<file path="config.mk">
export PLATFORM = sky130hd
export DESIGN_NAME = pipeline_stall_controller
export DESIGN_NICKNAME = d
export VERILOG_FILES = /design/src/rtl/pipeline_stall_controller_pkg.sv /design/src/rtl/pipeline_stall_controller_stall_cycle_counter.sv /design/src/rtl/pipeline_stall_controller.sv
export SDC_FILE = /design/constraint.sdc
export NUM_CORES = 1
export LEC_CHECK = 0
export CAP_MARGIN = 20
export CORE_AREA = 2 2 39 41
export CTS_CLUSTER_SIZE = 24
export DETAILED_ROUTE_END_ITERATION = 10
export DIE_AREA = 0 0 41 43
export PLACE_DENSITY = 0.58
export SYNTH_ARGS = -nofsm -noshare
export SYNTH_HDL_FRONTEND = slang
export SYNTH_SLANG_ARGS = --single-unit
</file>
<file path="constraint.sdc">
create_clock -name clk -period 1.8 [get_ports clk]
set_input_delay 0.36 -clock clk [delete_from_list [all_inputs] [get_ports clk]]
set_output_delay 0.36 -clock clk [all_outputs]
set_load 0.005 [all_outputs]
</file>
<file path="src/rtl/pipeline_stall_controller_pkg.sv">
// Shared types and constants for the pipeline freeze/flush sequencer.
package pipeline_stall_controller_pkg;

    typedef enum logic [0:0] {
        RUN   = 1'b0,
        MULTI = 1'b1
    } state_e;

    localparam int MULTI_LAT_MIN = 3;
    localparam int STALL_CNT_W   = 32;

endpackage

</file>
<file path="src/rtl/pipeline_stall_controller_stall_cycle_counter.sv">
// Saturating count of cycles in which any pipeline register is frozen.
module stall_cycle_counter
    import pipeline_stall_controller_pkg::*;
(
    input  logic                   clk,
    input  logic                   rst,
    input  logic                   inc_i,
    output logic [STALL_CNT_W-1:0] count_o
);

    logic [STALL_CNT_W-1:0] count_q;
    logic [STALL_CNT_W-1:0] count_d;

    always_comb begin
        count_d = count_q;
        if (inc_i && (count_q != {STALL_CNT_W{1'b1}})) begin
            count_d = count_q + STALL_CNT_W'(1);
        end
    end

    always_ff @(posedge clk or negedge rst) begin
        if (!rst) begin
            count_q <= '0;
        end else begin
            count_q <= count_d;
        end
    end

    assign count_o = count_q;

endmodule

</file>
<file path="src/rtl/pipeline_stall_controller.sv">
// Freeze/flush sequencer for the 5-stage pipeline: memory stall, multi-cycle EXE,
// ID hazard and taken branch. Define STALL_COUNTER_EN to add the Stall_Cycles output.
//
// state | meaning
// RUN   | normal flow; hazard freeze, branch flush or multi-cycle start
// MULTI | multi-cycle op resident in EXE; front end frozen until cnt reaches 1
module pipeline_stall_controller
    import pipeline_stall_controller_pkg::*;
#(
    parameter int MULTI_LAT = 4,
    parameter int CNT_W     = 4
) (
    input  logic clk,
    input  logic rst,
    input  logic Hazard_Detected,
    input  logic Branch_Taken,
    input  logic Mem_Req,
    input  logic Mem_Ready,
    input  logic Exe_Multi_Start,
    output logic Freeze_IF,
    output logic Freeze_ID,
    output logic Freeze_EXE,
    output logic Freeze_MEM,
    output logic Flush_ID,
    output logic Flush_EXE,
    output logic Bubble_MEM,
    output logic Multi_Busy
`ifdef STALL_COUNTER_EN
    ,
    output logic [STALL_CNT_W-1:0] Stall_Cycles
`endif
);

    // Out-of-range latencies are clamped to the shortest supported op.
    localparam int               LAT_EFF  = (MULTI_LAT < MULTI_LAT_MIN) ? MULTI_LAT_MIN : MULTI_LAT;
    localparam logic [CNT_W-1:0] CNT_LOAD = CNT_W'(LAT_EFF - 2);
    localparam logic [CNT_W-1:0] CNT_ONE  = CNT_W'(1);

    state_e           state_q, state_d;
    logic [CNT_W-1:0] cnt_q, cnt_d;
    logic             mem_stall;

    logic frz_if_d, frz_id_d, frz_exe_d, frz_mem_d;
    logic fl_id_d, fl_exe_d, bub_mem_d;

    assign mem_stall = Mem_Req & ~Mem_Ready;

    always_comb begin
        state_d   = state_q;
        cnt_d     = cnt_q;
        frz_if_d  = 1'b0;
        frz_id_d  = 1'b0;
        frz_exe_d = 1'b0;
        frz_mem_d = 1'b0;
        fl_id_d   = 1'b0;
        fl_exe_d  = 1'b0;
        bub_mem_d = 1'b0;
        if (mem_stall) begin
            frz_if_d  = 1'b1;
            frz_id_d  = 1'b1;
            frz_exe_d = 1'b1;
            frz_mem_d = 1'b1;
        end else begin
            case (state_q)
                RUN: begin
                    if (Exe_Multi_Start) begin
                        frz_if_d  = 1'b1;
                        frz_id_d  = 1'b1;
                        frz_exe_d = 1'b1;
                        bub_mem_d = 1'b1;
                        cnt_d     = CNT_LOAD;
                        state_d   = MULTI;
                    end else if (Hazard_Detected) begin
                        frz_if_d  = 1'b1;
                        frz_id_d  = 1'b1;
                        fl_exe_d  = 1'b1;
                    end else if (Branch_Taken) begin
                        fl_id_d   = 1'b1;
                    end
                end
                MULTI: begin
                    frz_if_d  = 1'b1;
                    frz_id_d  = 1'b1;
                    frz_exe_d = 1'b1;
                    bub_mem_d = 1'b1;
                    cnt_d     = cnt_q - CNT_ONE;
                    if (cnt_q == CNT_ONE) begin
                        state_d = RUN;
                    end
                end
                default: begin
                    state_d = RUN;
                end
            endcase
        end
    end

    always_ff @(posedge clk or negedge rst) begin
        if (!rst) begin
            state_q <= RUN;
            cnt_q   <= '0;
        end else begin
            state_q <= state_d;
            cnt_q   <= cnt_d;
        end
    end

    // Reset is asynchronous, so outputs are gated directly rather than waiting for a clock.
    assign Freeze_IF  = rst & frz_if_d;
    assign Freeze_ID  = rst & frz_id_d;
    assign Freeze_EXE = rst & frz_exe_d;
    assign Freeze_MEM = rst & frz_mem_d;
    assign Flush_ID   = rst & fl_id_d;
    assign Flush_EXE  = rst & fl_exe_d;
    assign Bubble_MEM = rst & bub_mem_d;
    assign Multi_Busy = rst & (state_q == MULTI);

`ifdef STALL_COUNTER_EN
    logic freeze_any;
    assign freeze_any = Freeze_IF | Freeze_ID | Freeze_EXE | Freeze_MEM;

    stall_cycle_counter u_stall_cycle_counter (
        .clk     (clk),
        .rst     (rst),
        .inc_i   (freeze_any),
        .count_o (Stall_Cycles)
    );
`endif

endmodule

</file>
## Word-level counts from Yosys, hierarchy flattened

Index checks and enable logic that the tools add are counted.

- Flip-flop bits (word level): 5
- Input bits: 7
- Logic and storage cells: 38

- Add/subtract/negate cells: 1
- Equality and inequality tests: 2
- Muxes and demuxes: 21
- Bitwise operators: 11
- Reduce and logical (&&, ||, !) cells: 1

Operators with widths:

| kind | count |
|---|---|
| 2-to-1 mux 1 bit | 16 |
| bitwise AND 1 bit | 8 |
| one-hot mux 4 bit (2 select lines) | 1 |
| one-hot mux 1 bit (2 select lines) | 3 |
| == test 4 x 1 -> 1 bit, second input constant | 1 |
| 2-to-1 mux 4 bit | 1 |
| subtractor 4 x 1 -> 4 bit, second input constant | 1 |
| NOT 1 bit | 3 |
| != test 2 bit, second input constant | 1 |
| AND reduction 2 bit | 1 |

## Logic depth before layout (Yosys ltp)

- Depth after elaboration: 6
- Mapped depth: 5

## Worst setup path after synthesis

Ideal clock, no wire load.

- Kind: register to output
- From: register state_q
- To: output port Freeze_IF
- Arrival: 1.068 ns
- Required time: 1.440 ns
- Slack: 0.372 ns
- Cell stages (with the launch flop): 6
- Path buffers: 2
- Cell sequence: dfrtp_1 > clkbuf_1 > nor2_1 > nand2_1 > o21a_1 > buf_4

- Word-level cells in the longest chain between the ends: 4

RTL lines:

| element | RTL line | text |
|---|---|---|
| from (decl) | pipeline_stall_controller.sv:39 | `state_e state_q, state_d;` |
| from (signal assigned) | pipeline_stall_controller.sv:103 | `state_q <= state_d;` |
| NOT 1 bit | n/a |  |
| one-hot mux 1 bit (2 select lines) (*) | n/a |  |
| 2-to-1 mux 1 bit (*) | n/a |  |
| bitwise AND 1 bit (*) | n/a |  |
| to (decl) | pipeline_stall_controller.sv:20 | `output logic Freeze_IF,` |

Mark *: on every way between the ends. The rest lies on a longest branch, timed or not.

## Worst setup path after layout

- From: input port Mem_Req
- To: output port Freeze_MEM

- Word-level cells in the longest chain between the ends: 3

RTL lines:

| element | RTL line | text |
|---|---|---|
| from (decl) | pipeline_stall_controller.sv:17 | `input logic Mem_Req,` |
| bitwise AND 1 bit | pipeline_stall_controller.sv:46 | `assign mem_stall = Mem_Req & ~Mem_Ready;` |
| 2-to-1 mux 1 bit | pipeline_stall_controller.sv:58 | `if (mem_stall) begin` |
| bitwise AND 1 bit | pipeline_stall_controller.sv:112 | `assign Freeze_MEM = rst & frz_mem_d;` |
| to (decl) | pipeline_stall_controller.sv:23 | `output logic Freeze_MEM,` |

Every way passes these cells.

==> metrics.md <==
| Metric | Value |
|---|---|
| Status | finished clean |
| Vias in the first global route | 355 |
| Clock Tree Root | clkbuf_4 |
| # setup viols final | 0 |
| Post-Syn Area per Cell | 8.362 sq um |
| R2R cell count | 3 |
| Final worst setup slack | 0.04268 ns |
| Cell Int Power | 0.0003786 W |
| DR iter-0 viols | 6 |
| Clk buf depth | 2 |
| I/O pin count | 15 |
| Crit-path max FO | 2 |
| Critical Path RT | 1.44 ns |
| Layout Cells excl Fill | 80 |
| Pwr per Cell Area | 978.3 nW/um^2 |
| Synth cell types | 21 |
| Num rows | 14 |
| Largest cells by area after synthesis | dfrtp_1 36%, and2_1 7.3%, ha_1 7.3%, o21ai_0 5.8%, nand2b_1 5.5% |
| CTS buffer count | 3 |
| Filler cell count | 155 |
| Endpoints failing hold | 0 |
| Placed standard-cell area | 529.3 sq um |
| Yosys reg bits | 5 |
| Clock skew | 0.005233 ns |
| Chip Height | 43 microns |
| Nets | 74 |
| Dpl ws | -0.3721 ns |
| Gr ovfl total | 0 |
| Die Wd | 41 microns |
| H-tree depth | 1 |
| Setup_tns | 0 ns |
| Routed wire per std cell | 10.38 microns |
| Fmax achieved | 569.0 MHz |
| First-pass GRT wire length | 1345 microns |
| Slew margin rel. | 71.53% |
| Fin crit share | 97.63% |
| ANT cells | 0 |
| Skew-Pair Late Insertion Delay | 0.25 ns |
| MaxCap Viol Count | 0 |
| Port bufs | 14 |
| Sw Share | 34.05% |
| 1st-pass router iterations | 4 |
| Dpl cells | 74 |
| Core Region | 1384 sq um |
| Pin count of the biggest net entering global routing | 10 |
| CTS tree | yes |
| Worst-path clk slew | 0.05 ns |
| Sequential share of the synthesized area | 36.50% |
| Fraction of power consumed by combinational cells | 41.5% |
| Seq pwr share | 34.6% |
| Post-Syn Instances | 41 |
| VDD IR-drop max | 0.0003294 V |
| GP Congestion | 0.6962 |
| Gr usage total | 11.77% |
| Area of the mapped netlist | 342.8 sq um |
| Initial antenna violation count | 0 |
| Crit path time final | 1.757 ns |
| Worst Hold Class | input port to asynchronous set/reset pin |
| Worst setup SP type | input port |
| Critical path class | input port to output pin |
| Crit path DAT | 1.40 ns |
| Clock share of power | 23.8% |
| Final max-slew violation count | 0 |
| Post-Layout Inst Area | 586.8 sq um |
| Switching power total | 0.0001955 W |
| Total power | 0.0005741 W |
| DRC | 0 |
| Total clock sinks | 5 |
| CP Capture Type | output pin |
| Leakage Power | 0.2851 nW |
| Final ANT Viol Nets | 0 |
| Post-synth top area cell | dfrtp_1 |
| Synth top area share | 36.50% |
| Initial Utilization | 24.77% |
| DR vias/cell | 4.750 |
| Syn nets | 50 |
| Proportion of layout cells with a drive suffix above 1 | 25.00% |
| Routed wire length | 830 microns |
| Synth-to-layout area growth | 71.17% |
| Syn. warnings | 0 |
| Die area | 1763 sq um |
| Worst slew pin tran | 0.4226 ns |
| Via count | 380 |
| DP HPWL | 637.5 microns |
## cell usage after synthesis (all sizes together)
library cell and n:
dfrtp 5, and2 4, o21ai 4, inv 3
nand2 3, nand2b 3, nor2 3, ha 2
nand3 2, a211o 1, a22o 1, a32oi 1
and3 1, buf 1, clkbuf 1, nor2b 1
nor3 1, nor3b 1, nor4b 1, o21a 1
or3 1
## layer usage
metal,GRT usage [%],share of wire [%]
met5,0,0
met4,8.000,2.0
met3,5.759,9.0
met2,17.81,45
met1,11.97,43
## cell type report
type	instances	area (sq um)	share of cell area [%]
timing repair buffer	21	186.4	31.77
multi-input combinational	31	217.7	37.10
inverter	3	11.26	1.919
tap	16	20.02	3.412
clock buffer	4	26.28	4.478
sequential	5	125.1	21.32
## repair_timing
action,4_1_cts,5_1_grt
buffers inserted,1,1
gates resized for setup,16,5
hold buffers,0,0
pin swaps,4,1
endpoints found under the setup margin,8,3
endpoints found under the hold margin,0,0
## placed cells by master (no fill, tap or decap), drive strengths merged, types with 3 or more instances in the layout
cell	count
and2	4
buf	7
clkbuf	5
clkdlybuf4s50	4
dfrtp	5
dlygate4sd2	8
inv	3
nand2	3
nand2b	3
nor2	3
o21ai	4
## final timing paths
| path | startpoint | to | slack, ns |
|---|---|---|---|
| worst max-delay path | Mem_Req | Freeze_MEM | 0.04 |
| worst min-delay path | rst | cnt_q[2] | 0.19 |
| worst max register to register | cnt_q[0] | cnt_q[3] | 0.46 |
| worst min register to register | cnt_q[3] | cnt_q[3] | 0.54 |
| max in group asynchronous | rst | cnt_q[0] | 1.50 |
| min in group clk | cnt_q[3] | cnt_q[3] | 0.54 |
## power groups by stage
stage	registers, W	clock network (W)	logic [W]
CTS	0.000198	0.000140	0.000236
global route	0.000205	0.000152	0.000268
global placement	0.000199	0	0.000233
floorplan	0.000188	0	0.000156
detailed placement	0.000198	0	0.000235
finish	0.000199	0.000137	0.000238
## metrics by stage
step / util [%] / hold WS (ns)
finish: 42.41 / 0.1906
global route: 42.41 / 0.2028
CTS: 41.14 / 0.1948
detailed placement: 38.25 / 0.5286
global placement: 38.25 / 0.5319
floorplan: - / 0.06441
## critical path, stage by stage
cell and delay [ns]:
dlygate4sd2_1 0.26, nor2b_4 0.16, and2_1 0.12, clkdlybuf4s50_1 0.49
## flip-flops by register name, summed over array words and instances, names as in the netlist
signal	flops
state_q	1
cnt_q	4
## cells by family after synthesis
logic type                 Yosys count  share of synthesized area (%)
DFF                                  5                          36.50
and+or+nand+nor                     21                          33.94
buffers and inverters                5                          6.569
AOI/OAI and AO/OA                    8                          15.70
adders and majority gates            2                          7.298
(Power assumes the default switching activity.)
